### src/rtl/muldiv_pkg.sv
// Shared encodings and decode helpers for the iterative RV32M multiply/divide unit.
package muldiv_pkg;

    localparam logic [2:0] F3_MUL    = 3'b000;
    localparam logic [2:0] F3_MULH   = 3'b001;
    localparam logic [2:0] F3_MULHSU = 3'b010;
    localparam logic [2:0] F3_MULHU  = 3'b011;
    localparam logic [2:0] F3_DIV    = 3'b100;
    localparam logic [2:0] F3_DIVU   = 3'b101;
    localparam logic [2:0] F3_REM    = 3'b110;
    localparam logic [2:0] F3_REMU   = 3'b111;

    typedef enum logic [1:0] {
        ST_IDLE = 2'd0,
        ST_BUSY = 2'd1,
        ST_DONE = 2'd2
    } state_t;

    function automatic logic is_div(input logic [2:0] f3);
        return f3[2];
    endfunction

    // Whether the selected operand (rs1 when second_op=0, rs2 otherwise) is two's complement.
    function automatic logic is_signed(input logic [2:0] f3, input logic second_op);
        case (f3)
            F3_MUL, F3_MULH, F3_DIV, F3_REM: return 1'b1;
            F3_MULHSU:                       return !second_op;
            default:                         return 1'b0;
        endcase
    endfunction

endpackage

### src/rtl/muldiv_step.sv
// One radix-2 iteration: shift-add multiply step or restoring divide step on {acc, opr}.
module muldiv_step
    import muldiv_pkg::*;
#(
    parameter int XLEN = 32
) (
    input  logic [2:0]      f3,
    input  logic [XLEN-1:0] acc,
    input  logic [XLEN-1:0] opr,
    input  logic [XLEN-1:0] operand,
    output logic [XLEN-1:0] acc_next,
    output logic [XLEN-1:0] opr_next
);

    logic [XLEN:0] sum;
    logic [XLEN:0] shifted;
    logic [XLEN:0] diff;

    always_comb begin
        sum      = {1'b0, acc} + (opr[0] ? {1'b0, operand} : '0);
        shifted  = {acc, opr[XLEN-1]};
        diff     = shifted - {1'b0, operand};
        acc_next = sum[XLEN:1];
        opr_next = {sum[0], opr[XLEN-1:1]};
        if (is_div(f3)) begin
            // Partial remainder stays below the divisor, so diff's top bit is a clean borrow flag.
            acc_next = diff[XLEN] ? shifted[XLEN-1:0] : diff[XLEN-1:0];
            opr_next = {opr[XLEN-2:0], ~diff[XLEN]};
        end
    end

endmodule

### src/rtl/muldiv_unit.sv
// Iterative RV32M execute unit: magnitudes iterate one bit per cycle, signs are fixed up on completion.
module muldiv_unit
    import muldiv_pkg::*;
#(
    parameter int XLEN = 32
) (
    input  logic            clk,
    input  logic            rst,
    input  logic            start,
    input  logic            kill,
    input  logic [2:0]      funct3,
    input  logic [XLEN-1:0] rs1_val,
    input  logic [XLEN-1:0] rs2_val,
    input  logic [4:0]      rd_in,
    output logic            busy,
    output logic            done,
    output logic            wb_we,
    output logic [4:0]      wb_rd,
    output logic [XLEN-1:0] wb_data
);

    localparam int CW = $clog2(XLEN + 1);
    localparam logic [XLEN-1:0] MIN_INT = {1'b1, {(XLEN-1){1'b0}}};

    state_t            state, state_nx;
    logic [CW-1:0]     count;
    logic [XLEN-1:0]   acc, opr, opb;
    logic [2:0]        f3_r;
    logic [4:0]        rd_r;
    logic              neg_q, neg_r;
    logic [XLEN-1:0]   acc_step, opr_step;

    logic              sa, sb, special, issue;
    logic [XLEN-1:0]   abs_a, abs_b, special_res;
    logic [2*XLEN-1:0] prod_fix;
    logic [XLEN-1:0]   q_fix, r_fix, final_res;

    muldiv_step #(.XLEN(XLEN)) u_step (
        .f3       (f3_r),
        .acc      (acc),
        .opr      (opr),
        .operand  (opb),
        .acc_next (acc_step),
        .opr_next (opr_step)
    );

    always_comb begin
        sa      = is_signed(funct3, 1'b0) & rs1_val[XLEN-1];
        sb      = is_signed(funct3, 1'b1) & rs2_val[XLEN-1];
        abs_a   = sa ? -rs1_val : rs1_val;
        abs_b   = sb ? -rs2_val : rs2_val;
        issue   = (state == ST_IDLE) && start && !kill;
        special = 1'b0;
        special_res = '0;
        if (is_div(funct3)) begin
            if (rs2_val == '0) begin
                special     = 1'b1;
                special_res = funct3[1] ? rs1_val : '1;
            end else if (!funct3[0] && rs1_val == MIN_INT && rs2_val == '1) begin
                special     = 1'b1;
                special_res = funct3[1] ? '0 : MIN_INT;
            end
        end
    end

    // Final step outputs feed the fix-up directly so the result is ready on the BUSY->DONE edge.
    always_comb begin
        prod_fix  = neg_q ? -{acc_step, opr_step} : {acc_step, opr_step};
        q_fix     = neg_q ? -opr_step : opr_step;
        r_fix     = neg_r ? -acc_step : acc_step;
        if (is_div(f3_r))
            final_res = f3_r[1] ? r_fix : q_fix;
        else
            final_res = (f3_r[1:0] == 2'b00) ? prod_fix[XLEN-1:0] : prod_fix[2*XLEN-1:XLEN];
    end

    always_ff @(posedge clk or posedge rst) begin
        if (rst) state <= ST_IDLE;
        else     state <= state_nx;
    end

    always_comb begin
        state_nx = state;
        case (state)
            ST_IDLE: if (issue) state_nx = special ? ST_DONE : ST_BUSY;
            ST_BUSY: begin
                if (kill)                 state_nx = ST_IDLE;
                else if (count == CW'(1)) state_nx = ST_DONE;
            end
            ST_DONE: state_nx = ST_IDLE;
            default: state_nx = ST_IDLE;
        endcase
    end

    assign busy  = (state != ST_IDLE);
    assign done  = (state == ST_DONE) && !kill;
    assign wb_we = done && (wb_rd != 5'd0);

    always_ff @(posedge clk or posedge rst) begin
        if (rst) begin
            count   <= '0;
            acc     <= '0;
            opr     <= '0;
            opb     <= '0;
            f3_r    <= '0;
            rd_r    <= '0;
            neg_q   <= 1'b0;
            neg_r   <= 1'b0;
            wb_rd   <= '0;
            wb_data <= '0;
        end else if (issue) begin
            count <= CW'(XLEN);
            acc   <= '0;
            opr   <= abs_a;
            opb   <= abs_b;
            f3_r  <= funct3;
            rd_r  <= rd_in;
            neg_q <= sa ^ sb;
            neg_r <= sa;
            if (special) begin
                wb_data <= special_res;
                wb_rd   <= rd_in;
            end
        end else if (state == ST_BUSY && !kill) begin
            acc   <= acc_step;
            opr   <= opr_step;
            count <= count - CW'(1);
            if (count == CW'(1)) begin
                wb_data <= final_res;
                wb_rd   <= rd_r;
            end
        end
    end

endmodule

### config.mk
export PLATFORM = sky130hd
export DESIGN_NAME = muldiv_unit
export DESIGN_NICKNAME = d
export VERILOG_FILES = /design/src/rtl/muldiv_pkg.sv /design/src/rtl/muldiv_step.sv /design/src/rtl/muldiv_unit.sv
export SDC_FILE = /design/constraint.sdc
export NUM_CORES = 1
export LEC_CHECK = 0
export CAP_MARGIN = 10
export CORE_ASPECT_RATIO = 1.1
export CORE_MARGIN = 10
export CORE_UTILIZATION = 47
export CTS_CLUSTER_SIZE = 24
export DETAILED_ROUTE_END_ITERATION = 12
export PLACE_DENSITY = 0.81
export SLEW_MARGIN = 20
export SYNTH_ARGS = -nofsm -noshare
export SYNTH_HDL_FRONTEND = slang
export SYNTH_SLANG_ARGS = --single-unit
### constraint.sdc
create_clock -name clk -period 5.21 [get_ports clk]
set_clock_uncertainty 0.05 [all_clocks]
set_input_delay 1.3025 -clock clk [delete_from_list [all_inputs] [get_ports clk]]
set_output_delay 1.3025 -clock clk [all_outputs]
set_load 0.02 [all_outputs]
==> results of run 1 <==
worst register-to-register path, cell delays in order, from the launching register on:
cell and delay (ns):
dfrtp_1 0.37, inv_1 0.05, ha_1 0.21, fa_1 0.38, nand2b_1 0.20, a21oi_2 0.21, o21ai_4 0.12, a211oi_4 0.27
a21oi_1 0.14, nand3_2 0.17, a21boi_2 0.20, ha_1 0.19, o21ai_1 0.14, nor3_2 0.18, nand3_1 0.12, nand3b_1 0.22
or3_4 0.42, nor2_4 0.14, nand4_2 0.15, o41ai_4 0.39, xnor2_1 0.21, a21oi_1 0.11, o32a_1 0.35
where the power goes:
| group | switching (mW) | internal (mW) | leakage (nW) | total [mW] |
|---|---|---|---|---|
| sequential | 0.420 | 1.56 | 1.92 | 1.98 |
| clock | 0.653 | 0.644 | 0.281 | 1.30 |
| combinational | 5.90 | 4.16 | 6.53 | 10.1 |
| total | 6.98 | 6.36 | 8.73 | 13.3 |
area by class of cell:
class | count | share of cell area
multi-input cells | 1800 | 0.565
inverters | 67 | 0.0125
diodes | 2 | 0.000245
clock inverters | 15 | 0.00767
flip-flops and latches | 151 | 0.185
repair buffers | 450 | 0.182
well taps | 432 | 0.0265
clock buffers | 17 | 0.0209
sequential cells by signal (all words and copies together) (netlist names):
signal / count
acc: 32
opb: 32
opr: 32
wb_data: 32
count: 6
rd_r: 5
wb_rd: 5
f3_r: 3
state: 2
neg_q: 1
neg_r: 1
cell usage in the layout (no fill, tap or decap), types with 17 or more instances in the layout:
cell             instances
buf_4                  331
xor2_1                  82
nand3_1                 43
a211oi_1                18
and2_1                  41
ha_1                    71
inv_1                   63
a31oi_1                 45
o21a_1                  18
o31ai_1                 23
xnor2_1                 89
dfrtp_1                150
clkdlybuf4s50_1        115
a21o_1                  22
nor3_1                  66
nand4_1                 24
clkbuf_16               17
a21oi_1                159
mux2i_1                 45
or2_2                   17
nor2_1                 167
or3_1                   27
nand2_1                257
o21ai_0                243
a22o_1                  19
nand2b_1                20
o211ai_1                60
cells by family after synthesis:
kind of cell               after synthesis  synth area share
and+or+nand+nor                        767             0.235
muxes                                   52            0.0333
xor gates and xnor gates               171            0.0941
buffers and inverters                  184            0.0464
adders and majority gates               73            0.0584
AOI/OAI and AO/OA                      737             0.295
DFF                                    151             0.237
per-layer routing:
metal / vias up / part of all wire / global-route usage / wire [µm]
met5: - / 0 / 0 / 0
met4: 0 / 0.060 / 0.184 / 4130
met3: 249 / 0.091 / 0.0623 / 6260
met2: 1082 / 0.46 / 0.517 / 31300
met1: 8926 / 0.39 / 0.393 / 27000
li1: 8556 / - / - / -
per-stage QoR:
stage	setup TNS, ns	utilization	instance area (µm²)
4_1_cts	0	0.608	20300
3_3_place_gp	-1.75	0.590	19700
2_1_floorplan	-0.138	-	15900
3_5_place_dp	-3.82	0.590	19700
5_1_grt	-0.560	0.611	20400
6_report	0	0.611	20400
worst min-delay path by stage:
| stage | to | slack [ns] | depth (start not counted) |
|---|---|---|---|
| floorplan | rd_r[0] | 0.39 | 2 |
| global placement | rd_r[0] | 0.40 | 2 |
| detailed placement | rd_r[0] | 0.40 | 2 |
| CTS | rd_r[4] | 0.42 | 2 |
| global route | rd_r[4] | 0.45 | 2 |
| finish | rd_r[0] | 0.42 | 2 |
repair_timing:
| item | CTS | global route |
|---|---|---|
| setup endpoints to repair | 11 | 23 |
| pin swaps | 1 | 0 |
| resized for setup | 4 | 17 |
| hold buffers | 0 | 0 |
| hold endpoints to repair | 0 | 0 |
| buffers inserted | 3 | 1 |
==> impl_metrics.toml, run 1 <==
[run_status]
status = "finished clean"

[critical_path]
worstPathRequired_ns = 5.49
cp.buffers_inverters = 1
path_delay_family = "compound AO/OA/AOI/OAI gates"
cp_slowest_cell = "or3_4"
crit_start = "opr[31]"
rrSetupSlack_ns = 0.10
cp_cell_sequence = "inv_1, ha_1, fa_1, nand2b_1, a21oi_2, o21ai_4, a211oi_4, a21oi_1, nand3_2, a21boi_2, ha_1, o21ai_1, nor3_2, nand3_1, nand3b_1, or3_4, nor2_4, nand4_2, o41ai_4, xnor2_1, a21oi_1, o32a_1"
crit_cells = 22
reg2reg_depth = 22
cp-start-kind = "register"
max_stage_delay_ns = 0.42
r2r-start = "opr[31]"
arrival_ns = 5.39
r2r-end = "wb_data[30]"
worstPathMaxFanout = 4
crit_end = "wb_data[30]"
criticalPathCategory = "reg -> reg"
cp-end-kind = "register"

[die]
die_h_um = 213
dieArea_um2 = 41600
die_x_um = 195
start_util = 0.477
core_um2 = 33400
io_pins = 116
rows = 70

[finish]
area_growth_pct = 28.2
multiInputGateArea_um2 = 11500
final_cells = 2934
fillerInstances = 3025
drive_gt1_frac = 0.177
seqCellArea_um2 = 3780
nets = 2636

[timing]
hold_viol = 0
fin_crit_ns = 5.11
slew_violations = 0
setup_viol = 0
worst_slack_ns = 0.102
relSlewSlack = 0.223
rsz0062_at_grt = "yes"
worst_pin_slew_ns = 1.17
period_share = 0.980
fmax_mhz = 196
whs_ns = 0.422

[logic_synthesis]
post-synth-top-count-cell = "nand2_1"
synth_area_leaders = "dfrtp_1 (24%), o21ai_0 (7.7%), nand2_1 (6.1%), ha_1 (5.6%), a21oi_1 (5.0%)"
synthDistinctLibCells = 93
async_flop_share = 1.00
syn_inst = 2135
syn_area_per_cell_um2 = 7.45
synth_area_um2 = 15900
ys_ff_latch = 151
ys_warn_count = 0
synth.top_cells.by_count = "nand2_1 (258), o21ai_0 (245), nor2_1 (170)"
ys.flop_type = "dfrtp_1"
ys_seq_area_frac = 0.237
yosysTopAreaCell = "dfrtp_1"
synth_edf_count = 0
synth_top_area_frac = 0.237
syn-num-nets = 2284

[placed_design]
place_inst = 2896
place_congestion = 1.04
post-dp-hpwl_um = 54100
io_buffers = 115
dpl_worst_slack_ns = -0.344

[global_route]
grt_usage = 0.321
grt_overflow_total = 0
grt_pass1_wl_um = 105000
grt_max_degree = 152
grt_pass1_vias = 18300
antenna_found_initial = 4

[power]
p_per_area_nw_per_um2 = 654
peakVddDrop_mv = 0.310
p_leak_nw = 8.73
power_mw = 13.3

[clock_tree]
clk_path_buf_depth = 2
htree_levels = 4
clk_latency_ns = 0.46
path_clk_slew_ns = 0.07
cts-root-buf = "clkbuf_16"
cts_num_sinks = 151
cts_buffers = 17
cts_tree = "yes"

[detailed_routing]
drc = 0
drt_first_pass_iters = 7
vias_per_cell = 6.41
wirelength_um = 68700
wl_per_cell_um = 23.4
drtIter0Drc = 2183
ant_nets = 0
routed-via-count = 18800

[min_path]
min-delay-start = "rd_r[0]"
hold_path.class = "reg -> reg"

[run]
cap_violations = 0
Power figures use the tool's default switching activity.
==> run 2: changes to the inputs <==
--- a/config.mk
+++ b/config.mk
@@ -7,11 +7,11 @@
 export LEC_CHECK = 0
 export CAP_MARGIN = 10
 export CORE_ASPECT_RATIO = 1.1
-export CORE_MARGIN = 10
-export CORE_UTILIZATION = 47
+export CORE_MARGIN = 2
+export CORE_UTILIZATION = 25
 export CTS_CLUSTER_SIZE = 24
 export DETAILED_ROUTE_END_ITERATION = 12
-export PLACE_DENSITY = 0.81
+export PLACE_DENSITY = 0.54
 export SLEW_MARGIN = 20
 export SYNTH_ARGS = -nofsm -noshare
 export SYNTH_HDL_FRONTEND = slang
==> run 2 against run 1 <==
Core utilization down 28 points; die area up 58%; worst setup slack better by 0.11 ns; sequential power up 2%; design area up 2.1%; critical path type unchanged.
==> impl_metrics.toml, run 2 (synthesis gave the netlist of run 1 again) <==
[timing]
fmax_mhz = 200
relSlewSlack = 0.394
period_share = 0.960
fin_crit_ns = 5.00
setup-tns-final_ns = 0
hold_viol = 0
worst_slack_ns = 0.208
whs_ns = 0.419
worst_pin_slew_ns = 0.903
setup_viol = 0
slew_violations = 0

[clock_tree]
cts-root-buf = "clkbuf_16"
htree_levels = 4
cts_num_sinks = 151
path_clk_slew_ns = 0.08
cts_buffers = 17
clk_latency_ns = 0.52
clk_path_buf_depth = 2
ctsHoldBuffers = 0
cts_tree = "yes"

[finish]
final_util = 0.329
antenna_cells = 0
nets = 2600
finalInstanceArea_um2 = 20800
final_cell_mix = "buf_4 (291), nand2_1 (257), o21ai_0 (238), nor2_1 (167), a21oi_1 (154)"
final_common_cell = "buf_4"
drive_gt1_frac = 0.170
area_growth_pct = 30.8
final_cells = 3305

[power]
peakVddDrop_mv = 0.317
p_per_area_nw_per_um2 = 639
power_mw = 13.3
p_leak_nw = 8.59

[critical_path]
arrival_ns = 5.36
cp_cell_sequence = "buf_6, and2_1, ha_1, nand2_1, or4_1, o21a_1, nand3_1, nand4_1, a211o_1, a311oi_4, buf_4, nand4_1, buf_4, o41ai_2, xnor2_1, nor3_1, o32a_1"
r2r-start = "opr[0]"
r2r-end = "wb_data[30]"
cp_slowest_cell = "or4_1"
cp-start-kind = "register"
cp-end-kind = "register"
reg2reg_depth = 17
worstPathRequired_ns = 5.57
rrSetupSlack_ns = 0.21
worstPathMaxFanout = 27
max_stage_delay_ns = 0.51
criticalPathCategory = "reg -> reg"

[die]
start_util = 0.251
dieArea_um2 = 65700
io_pins = 116
core_um2 = 63400
die_x_um = 245
rows = 97
die_h_um = 269

[placed_design]
post-dp-hpwl_um = 57600
io_buffers = 115
place_area_um2 = 19900
place_congestion = 0.955
place_inst = 3265
dpl_worst_slack_ns = -0.399

[detailed_routing]
wirelength_um = 72300
vias_per_cell = 5.45
drt_first_pass_iters = 6
wl_per_cell_um = 21.9
routed-via-count = 18000
ant_nets = 0
drc = 0
drtIter0Drc = 1425

[min_path]
whs_path_depth = 2
whs_endpoint = "rd_r[4]"
hold_path.class = "reg -> reg"
min-delay-start = "rd_r[4]"

[global_route]
grt_usage = 0.221
grt_overflow_total = 0
antenna_found_initial = 1
grt_pass1_vias = 17800
grt_max_degree = 76
grt_pass1_wl_um = 110000

[run_status]
status = "finished clean"

[run]
cap_violations = 0
-- run 2: cell types whose count changed in the layout (fill, tap and decap cells not counted), sizes merged --
| cell | change |
|---|---|
| clkinv | -2 |
| clkbuf | +2 |
| clkinvlp | +1 |
| bufinv | +2 |
| inv | -3 |
| buf | -36 |
| diode | -2 |
-- run 2: per-layer routing --
layer,track usage,part of all wire,vias up
met5,0,0.00018,-
met4,0.108,0.045,2
met3,0.0373,0.055,126
met2,0.368,0.47,611
met1,0.277,0.43,8806
li1,-,-,8461
-- run 2: power by group --
| group | switching (mW) | internal (mW) |
|---|---|---|
| Combinational | 5.85 | 4.06 |
| Sequential | 0.459 | 1.56 |
| Clock | 0.629 | 0.744 |
-- run 2: worst max path at each step --
stage                          start           to  cells after the start
after global placement    rs1_val[8]  wb_data[31]                     14
after detailed placement  rs1_val[8]  wb_data[31]                     14
final                         opr[0]  wb_data[30]                     17
after global routing          opb[0]  wb_data[10]                     25
after floorplan              opr[31]  wb_data[30]                     23
after CTS                    acc[10]  wb_data[30]                     22
-- run 2: cell type report --
cell class / instances / area (µm²)
Clock buffer: 19 / 453
Clock inverter: 13 / 158
Fill cell: 6817 / 42500
Inverter: 67 / 255
Multi-Input combinational cell: 1800 / 11600
Sequential cell: 151 / 3780
Tap cell: 841 / 1050
Timing Repair Buffer: 414 / 3480
-- run 2: what timing repair did --
item | in CTS | in global routing
buffers inserted | 3 | 4
pin swaps | 4 | 18
setup endpoints to repair | 16 | 21
gates resized for setup | 9 | 41
-- run 2: critical path: cells and delay by family, from the launching register on --
family | cells | cell delay [ns]
DFF | 1 | 0.48
adders and majority gates | 1 | 0.40
AOI/OAI and AO/OA | 5 | 1.73
buffers and inverters | 3 | 0.62
xor gates and xnor gates | 1 | 0.19
and+or+nand+nor | 7 | 1.42
